**config.mk**
```make
export PLATFORM = sky130hd
export DESIGN_NAME = multicycle_controller_flat
export DESIGN_NICKNAME = d
export VERILOG_FILES = /design/src/rtl/multicycle_pkg.sv /design/src/rtl/multicycle_controller_if.sv /design/src/rtl/alu_decoder.sv /design/src/rtl/multicycle_controller.sv /design/src/flat_wrapper.sv
export SDC_FILE = /design/constraint.sdc
export NUM_CORES = 1
export LEC_CHECK = 0
export BUFFER_PORTS_ARGS = -buffer_cell sky130_fd_sc_hd__buf_4
export CORE_MARGIN = 2
export CORE_UTILIZATION = 35
export DETAILED_ROUTE_END_ITERATION = 8
export GPL_ROUTABILITY_DRIVEN = 0
export PLACE_DENSITY = 0.67
export SYNTH_ARGS = -nofsm -noshare
export SYNTH_HDL_FRONTEND = slang
export SYNTH_HIERARCHICAL = 1
export SYNTH_SLANG_ARGS = --single-unit
```
**constraint.sdc**
```tcl
create_clock -name clk -period 5.4 [get_ports clk]
set_input_delay 0.27 -clock clk [delete_from_list [all_inputs] [get_ports clk]]
set_output_delay 0.27 -clock clk [all_outputs]
set_load 0.03 [all_outputs]
```
**src/rtl/multicycle_pkg.sv**
```systemverilog
`default_nettype none
// ============================================================================
// Package  : multicycle_pkg
// Purpose  : Shared state, opcode and mux-select encodings of the multicycle core.
// Revision : 1.0
// ============================================================================
package multicycle_pkg;

    typedef enum logic [3:0] {
        S_FETCH    = 4'd0,
        S_DECODE   = 4'd1,
        S_MEMADR   = 4'd2,
        S_MEMREAD  = 4'd3,
        S_MEMWB    = 4'd4,
        S_MEMWRITE = 4'd5,
        S_EXEC_R   = 4'd6,
        S_EXEC_I   = 4'd7,
        S_ALUWB    = 4'd8,
        S_BRANCH   = 4'd9,
        S_JAL      = 4'd10,
        S_JALR     = 4'd11,
        S_LUI_WB   = 4'd12
    } state_t;

    typedef enum logic [1:0] {
        ALU_OP_ADD   = 2'b00,
        ALU_OP_SUB   = 2'b01,
        ALU_OP_FUNCT = 2'b10
    } alu_op_t;

    localparam logic [6:0] c_op_r_type = 7'b0110011;
    localparam logic [6:0] c_op_i_alu  = 7'b0010011;
    localparam logic [6:0] c_op_load   = 7'b0000011;
    localparam logic [6:0] c_op_store  = 7'b0100011;
    localparam logic [6:0] c_op_branch = 7'b1100011;
    localparam logic [6:0] c_op_jal    = 7'b1101111;
    localparam logic [6:0] c_op_jalr   = 7'b1100111;
    localparam logic [6:0] c_op_lui    = 7'b0110111;

    localparam logic [1:0] c_res_aluout    = 2'b00;
    localparam logic [1:0] c_res_data      = 2'b01;
    localparam logic [1:0] c_res_aluresult = 2'b10;
    localparam logic [1:0] c_res_imm       = 2'b11;

    localparam logic [1:0] c_src_a_pc    = 2'b00;
    localparam logic [1:0] c_src_a_oldpc = 2'b01;
    localparam logic [1:0] c_src_a_rd1   = 2'b10;

    localparam logic [1:0] c_src_b_rd2  = 2'b00;
    localparam logic [1:0] c_src_b_imm  = 2'b01;
    localparam logic [1:0] c_src_b_four = 2'b10;

    localparam logic [2:0] c_imm_i = 3'b000;
    localparam logic [2:0] c_imm_s = 3'b001;
    localparam logic [2:0] c_imm_b = 3'b010;
    localparam logic [2:0] c_imm_j = 3'b011;
    localparam logic [2:0] c_imm_u = 3'b100;

    localparam logic [2:0] c_alu_add = 3'b000;
    localparam logic [2:0] c_alu_sub = 3'b001;
    localparam logic [2:0] c_alu_and = 3'b010;
    localparam logic [2:0] c_alu_or  = 3'b011;
    localparam logic [2:0] c_alu_slt = 3'b101;

    localparam logic [2:0] c_f3_beq = 3'b000;
    localparam logic [2:0] c_f3_bne = 3'b001;
    localparam logic [2:0] c_f3_blt = 3'b100;
    localparam logic [2:0] c_f3_bge = 3'b101;

    function automatic logic [2:0] imm_src_for(input logic [6:0] op);
        case (op)
            c_op_store:  return c_imm_s;
            c_op_branch: return c_imm_b;
            c_op_jal:    return c_imm_j;
            c_op_lui:    return c_imm_u;
            default:     return c_imm_i;
        endcase
    endfunction

endpackage
`default_nettype wire

```
**src/rtl/multicycle_controller_if.sv**
```systemverilog
`default_nettype none
// ============================================================================
// Interface : multicycle_controller_if
// Purpose   : Instruction fields, ALU flags and datapath controls.
// Revision  : 1.0
// ============================================================================
interface multicycle_controller_if;
    logic [6:0] op;
    logic [2:0] funct3;
    logic       funct7_5;
    logic       zero;
    logic       lt;
    logic       pc_write;
    logic       adr_src;
    logic       mem_write;
    logic       ir_write;
    logic       reg_write;
    logic [1:0] result_src;
    logic [1:0] alu_src_a;
    logic [1:0] alu_src_b;
    logic [2:0] imm_src;
    logic [2:0] alu_control;

    modport master (
        input  op, funct3, funct7_5, zero, lt,
        output pc_write, adr_src, mem_write, ir_write, reg_write,
        output result_src, alu_src_a, alu_src_b, imm_src, alu_control
    );

    modport slave (
        output op, funct3, funct7_5, zero, lt,
        input  pc_write, adr_src, mem_write, ir_write, reg_write,
        input  result_src, alu_src_a, alu_src_b, imm_src, alu_control
    );
endinterface
`default_nettype wire

```
**src/rtl/alu_decoder.sv**
```systemverilog
`default_nettype none
// ============================================================================
// Module   : alu_decoder
// Purpose  : Maps alu_op and instruction function fields to alu_control.
// Revision : 1.0
// ============================================================================
module alu_decoder
    import multicycle_pkg::*;
(
    input  alu_op_t    alu_op,
    input  logic [2:0] funct3,
    input  logic       funct7_5,
    input  logic       op_5,
    output logic [2:0] alu_control
);

    always_comb begin
        alu_control = c_alu_add;
        case (alu_op)
            ALU_OP_ADD: alu_control = c_alu_add;
            ALU_OP_SUB: alu_control = c_alu_sub;
            ALU_OP_FUNCT: begin
                case (funct3)
                    // funct7_5 in an I-type is immediate bits, so only R-type can subtract
                    3'b000:  alu_control = (op_5 & funct7_5) ? c_alu_sub : c_alu_add;
                    3'b010:  alu_control = c_alu_slt;
                    3'b110:  alu_control = c_alu_or;
                    3'b111:  alu_control = c_alu_and;
                    default: alu_control = c_alu_add;
                endcase
            end
            default: alu_control = c_alu_add;
        endcase
    end

endmodule
`default_nettype wire

```
**src/rtl/multicycle_controller.sv**
```systemverilog
`default_nettype none
// ============================================================================
// Module   : multicycle_controller
// Purpose  : Per-instruction state sequencer driving datapath selects/enables.
// Revision : 1.0
// ============================================================================
module multicycle_controller
    import multicycle_pkg::*;
(
    input  logic                           clk,
    input  logic                           rst_n,
    multicycle_controller_if.master        bus
);

    state_t     r_state;
    state_t     w_state_next;
    alu_op_t    w_alu_op;
    logic [2:0] w_alu_control;
    logic       w_branch_taken;

    always_ff @(posedge clk or negedge rst_n) begin
        if (!rst_n) r_state <= S_FETCH;
        else        r_state <= w_state_next;
    end

    alu_decoder u_alu_decoder (
        .alu_op      (w_alu_op),
        .funct3      (bus.funct3),
        .funct7_5    (bus.funct7_5),
        .op_5        (bus.op[5]),
        .alu_control (w_alu_control)
    );

    always_comb begin
        case (bus.funct3)
            c_f3_beq: w_branch_taken = bus.zero;
            c_f3_bne: w_branch_taken = ~bus.zero;
            c_f3_blt: w_branch_taken = bus.lt;
            c_f3_bge: w_branch_taken = ~bus.lt;
            default:  w_branch_taken = 1'b0;
        endcase
    end

    // Reset masks everything so a half-finished store cannot write.
    assign bus.alu_control = rst_n ? w_alu_control : c_alu_add;

    always_comb begin
        w_state_next   = S_FETCH;
        w_alu_op       = ALU_OP_ADD;
        bus.pc_write   = 1'b0;
        bus.adr_src    = 1'b0;
        bus.mem_write  = 1'b0;
        bus.ir_write   = 1'b0;
        bus.reg_write  = 1'b0;
        bus.result_src = c_res_aluout;
        bus.alu_src_a  = c_src_a_pc;
        bus.alu_src_b  = c_src_b_rd2;
        bus.imm_src    = c_imm_i;
        case (r_state)
            S_FETCH: begin
                bus.ir_write   = 1'b1;
                bus.pc_write   = 1'b1;
                bus.alu_src_b  = c_src_b_four;
                bus.result_src = c_res_aluresult;
                w_state_next   = S_DECODE;
            end
            S_DECODE: begin
                bus.alu_src_a = c_src_a_oldpc;
                bus.alu_src_b = c_src_b_imm;
                bus.imm_src   = imm_src_for(bus.op);
                case (bus.op)
                    c_op_load, c_op_store: w_state_next = S_MEMADR;
                    c_op_r_type:           w_state_next = S_EXEC_R;
                    c_op_i_alu, c_op_jalr: w_state_next = S_EXEC_I;
                    c_op_branch:           w_state_next = S_BRANCH;
                    c_op_jal:              w_state_next = S_JAL;
                    c_op_lui:              w_state_next = S_LUI_WB;
                    default:               w_state_next = S_FETCH;
                endcase
            end
            S_MEMADR: begin
                bus.alu_src_a = c_src_a_rd1;
                bus.alu_src_b = c_src_b_imm;
                bus.imm_src   = imm_src_for(bus.op);
                w_state_next  = (bus.op == c_op_load) ? S_MEMREAD : S_MEMWRITE;
            end
            S_MEMREAD: begin
                bus.adr_src  = 1'b1;
                w_state_next = S_MEMWB;
            end
            S_MEMWB: begin
                bus.result_src = c_res_data;
                bus.reg_write  = 1'b1;
            end
            S_MEMWRITE: begin
                bus.adr_src   = 1'b1;
                bus.mem_write = 1'b1;
            end
            S_EXEC_R: begin
                bus.alu_src_a = c_src_a_rd1;
                w_alu_op      = ALU_OP_FUNCT;
                w_state_next  = S_ALUWB;
            end
            S_EXEC_I: begin
                bus.alu_src_a = c_src_a_rd1;
                bus.alu_src_b = c_src_b_imm;
                if (bus.op == c_op_jalr) begin
                    w_state_next = S_JALR;
                end else begin
                    w_alu_op     = ALU_OP_FUNCT;
                    w_state_next = S_ALUWB;
                end
            end
            S_ALUWB: bus.reg_write = 1'b1;
            S_BRANCH: begin
                bus.alu_src_a = c_src_a_rd1;
                w_alu_op      = ALU_OP_SUB;
                bus.pc_write  = w_branch_taken;
            end
            S_JAL, S_JALR: begin
                bus.pc_write  = 1'b1;
                bus.alu_src_a = c_src_a_oldpc;
                bus.alu_src_b = c_src_b_four;
                w_state_next  = S_ALUWB;
            end
            S_LUI_WB: begin
                bus.result_src = c_res_imm;
                bus.imm_src    = c_imm_u;
                bus.reg_write  = 1'b1;
            end
            default: w_state_next = S_FETCH;
        endcase
        if (!rst_n) begin
            bus.pc_write   = 1'b0;
            bus.adr_src    = 1'b0;
            bus.mem_write  = 1'b0;
            bus.ir_write   = 1'b0;
            bus.reg_write  = 1'b0;
            bus.result_src = c_res_aluout;
            bus.alu_src_a  = c_src_a_pc;
            bus.alu_src_b  = c_src_b_rd2;
            bus.imm_src    = c_imm_i;
        end
    end

endmodule
`default_nettype wire

```
**src/flat_wrapper.sv**
```systemverilog
// flat-port wrapper written by rule: the top's interface ports become plain ports
module multicycle_controller_flat import multicycle_pkg::*;
  (clk, rst_n, bus_op, bus_funct3, bus_funct7_5, bus_zero, bus_lt, bus_pc_write, bus_adr_src, bus_mem_write, bus_ir_write, bus_reg_write, bus_result_src, bus_alu_src_a, bus_alu_src_b, bus_imm_src, bus_alu_control);
  multicycle_controller_if bus_i ();
  input  logic clk;
  input  logic rst_n;
  input wire logic [$bits(bus_i.op)-1:0] bus_op;
  input wire logic [$bits(bus_i.funct3)-1:0] bus_funct3;
  input wire logic [$bits(bus_i.funct7_5)-1:0] bus_funct7_5;
  input wire logic [$bits(bus_i.zero)-1:0] bus_zero;
  input wire logic [$bits(bus_i.lt)-1:0] bus_lt;
  output wire logic [$bits(bus_i.pc_write)-1:0] bus_pc_write;
  output wire logic [$bits(bus_i.adr_src)-1:0] bus_adr_src;
  output wire logic [$bits(bus_i.mem_write)-1:0] bus_mem_write;
  output wire logic [$bits(bus_i.ir_write)-1:0] bus_ir_write;
  output wire logic [$bits(bus_i.reg_write)-1:0] bus_reg_write;
  output wire logic [$bits(bus_i.result_src)-1:0] bus_result_src;
  output wire logic [$bits(bus_i.alu_src_a)-1:0] bus_alu_src_a;
  output wire logic [$bits(bus_i.alu_src_b)-1:0] bus_alu_src_b;
  output wire logic [$bits(bus_i.imm_src)-1:0] bus_imm_src;
  output wire logic [$bits(bus_i.alu_control)-1:0] bus_alu_control;
  assign bus_i.op = bus_op;
  assign bus_i.funct3 = bus_funct3;
  assign bus_i.funct7_5 = bus_funct7_5;
  assign bus_i.zero = bus_zero;
  assign bus_i.lt = bus_lt;
  assign bus_pc_write = bus_i.pc_write;
  assign bus_adr_src = bus_i.adr_src;
  assign bus_mem_write = bus_i.mem_write;
  assign bus_ir_write = bus_i.ir_write;
  assign bus_reg_write = bus_i.reg_write;
  assign bus_result_src = bus_i.result_src;
  assign bus_alu_src_a = bus_i.alu_src_a;
  assign bus_alu_src_b = bus_i.alu_src_b;
  assign bus_imm_src = bus_i.imm_src;
  assign bus_alu_control = bus_i.alu_control;
  multicycle_controller u_core (.clk(clk), .rst_n(rst_n), .bus(bus_i));
endmodule
```
==> metrics <==
height of the die 48.9 µm; DP HPWL 1440 µm; drt drc 0; Ys Warns 6; CP cell instances nand2_1 -> a211oi_1 -> ha_1 -> nor4b_1 -> and2_1 -> buf_4; Synth async-reset ratio 1.00; CP Launch Type flip-flop; Port Buffer Count 31; largest registers u_core/r_state (4); global-route wire length before repair 3040 µm; drt pass-1 iters 4; Worst path max stage delay 0.75 ns; Largest register FFs 4; Worst Hold Class input port to flip-flop; crit path capture bus_alu_control[2]; # diodes 0; routed length on met2 949 µm; Tmin final 2.63 ns; worst-skew pair later-pin latency 0.24 ns; aggregate global-route resource usage 0.163; CTS Root Cell clkbuf_4; synth unique cells 42; register area share after synthesis 0.142; most common cell in the netlist nor2_1; DRT Wirelength 1840 µm; Congestion Overflow GR 0; Design Area, Final 966 µm²; status complete, no violations; Synth Area in Adders 0.0354; Netlist Area Pre-Place 707 µm²; share of the synthesized area in the top cell type 0.142; largest family of logic cells by synthesized area simple AND/OR/NAND/NOR gates; Post-Synth XOR/XNOR Area 0.0743; layout cells sized above 1 0.323; Lkg Pwr 0.439 nW; H-tree lvl count 1; Gate Count Post-Synth 99; post-synthesis simple-gate area fraction 0.441; CP Class flip-flop to output pin; Setup violations, final 0; start point of the critical path u_core/r_state[1]; DR vias/cell 5.21; final antenna-violating net count 0; crit-path max FO 19; Final Max Slew Viols 0; power density over cell area 232 mW/mm²; postcts setup bufs 0; initial antenna violation count 0; max capacitance violation total 0; Initial Utilization 0.364; CTS buffer count 3; final cycle utilization of the critical path 0.486; Max Clock Freq 381 MHz; IO Pins 32; Worst R2R Path Depth 4; Iter 0 DRT Violations 20; Fin. Hold Viols 0; worst r2r src u_core/r_state[0]; Seq cells post-synth 4; Worst-Margin Slew 0.649 ns; number of fillers in the final layout 222; relative slew slack 0.568; Synth Net Count 116; mux share of post-synthesis cell area 0.0142; clock sink total 4; Commonest cells post-synth nor2_1 (13), nand2_1 (9), nor3_1 (6); Critical Path End Type output pin; Avg WL per Cell 11.9 µm; RR Endpoint u_core/r_state[1]; width of the die 48.9 µm; setup slack, reg-to-reg 3.96 ns; CP Data Required Time 5.13 ns; P&R area growth vs syn 36.6%; Sum Neg Setup Slack 0 ns; clock transition at the registers of the reported paths 0.04 ns; Reg with most FFs u_core/r_state; post-CTS sizing 0; vias 802; Core ar. 0.00194 mm²; CTS tree yes; post-placement cell area 933 µm²; Layout Nets 146; Post-CTS Hold Fix Bufs 1; largest net degree at the start of global routing 20; Peak supply drop 0.165 mV; critical path arrival 2.36 ns; die area 0.00240 mm²; Avg Cell Area, Syn 7.14 µm²; vias in the first global route 721; Synth Flop Type dfrtp_1; met1 wire length 813 µm; Synth area leaders dfrtp_1 (14%), nor2_1 (6.9%), xor2_1 (5.0%); Synth area leader dfrtp_1; # rows 16; Highest Signal Layer met4; Hold Path Origin bus_op[5]; Post-synth EDFFs 0; met3 wire len 60 µm; critical path's slowest cell dfrtp_1; compound-cell area share of the yosys netlist 0.205; CTS max path bufs 2; Clock Skews 0.00727 ns; RSZ-0062 raised after global routing no
-- critical path: cells and delay by family, from the launching register on --
family,cells,cell delay (ns)
adders and majority gates,1,0.34
buffers and inverters,1,0.15
DFF,1,0.75
and+or+nand+nor,3,0.54
AOI/OAI and AO/OA,1,0.34
-- layout make-up --
type	count	area (µm²)	area share
Timing Repair Buffer	32	243	0.251
Clock buffer	3	22.5	0.0233
Tap cell	27	33.8	0.0350
Inverter	6	22.5	0.0233
Multi-Input combinational cell	82	544	0.563
Sequential cell	4	100	0.104
-- power breakdown --
group / switching [mW] / internal (mW) / leakage, nW
sequential: 0.0178 / 0.0346 / 0.0534
combinational: 0.0773 / 0.0558 / 0.371
clock: 0.0138 / 0.0250 / 0.0138
-- layout by cell type (no fill, tap or decap), types with 2 or more instances in the layout --
cell type  count
xnor2_1        2
nand2_1        9
buf_4         31
nand2b_1       3
nor3_1         6
nor2_1        13
dfrtp_1        4
nand3_1        3
o31ai_1        2
nand4_1        2
nand4b_1       2
clkbuf_4       3
inv_1          5
nor2b_1        3
and2_1         3
ha_1           2
a21oi_1        5
xor2_1         4
nand3b_1       2
-- how the worst min path moves through the flow --
| stage | end | depth (start not counted) |
|---|---|---|
| floorplan | u_core/r_state[0] | 0 |
| CTS | u_core/r_state[3] | 3 |
| detailed placement | u_core/r_state[1] | 1 |
| global placement | u_core/r_state[3] | 1 |
| finish | u_core/r_state[3] | 3 |
| global route | u_core/r_state[3] | 3 |
-- kinds of logic (layout without fill, tap and decap cells) --
group,after synthesis,after routing
simple gates,55,55
flops,4,4
compound gates,18,18
xor+xnor,6,6
mux,1,1
fa+ha+maj,2,2
buf+inv,13,41
-- routing by layer --
metal  vias up  global-route usage
met2        22               0.306
met3         4              0.0276
met4         0              0.0714
met5         -                   0
li1        409                   -
met1       367               0.177
-- through the flow --
step	hold WS (ns)	util	worst slack (ns)	instances	total power, mW
detailed placement	0.109	0.481	3.06	150	0.186
global route	0.344	0.497	2.45	154	0.242
finish	0.346	0.497	2.77	154	0.224
global placement	0.109	0.481	3.08	150	0.185
CTS	0.338	0.497	2.80	154	0.226
floorplan	-0.0256	-	3.24	99	0.145
No activity file was read; power rests on OpenSTA's default activity.
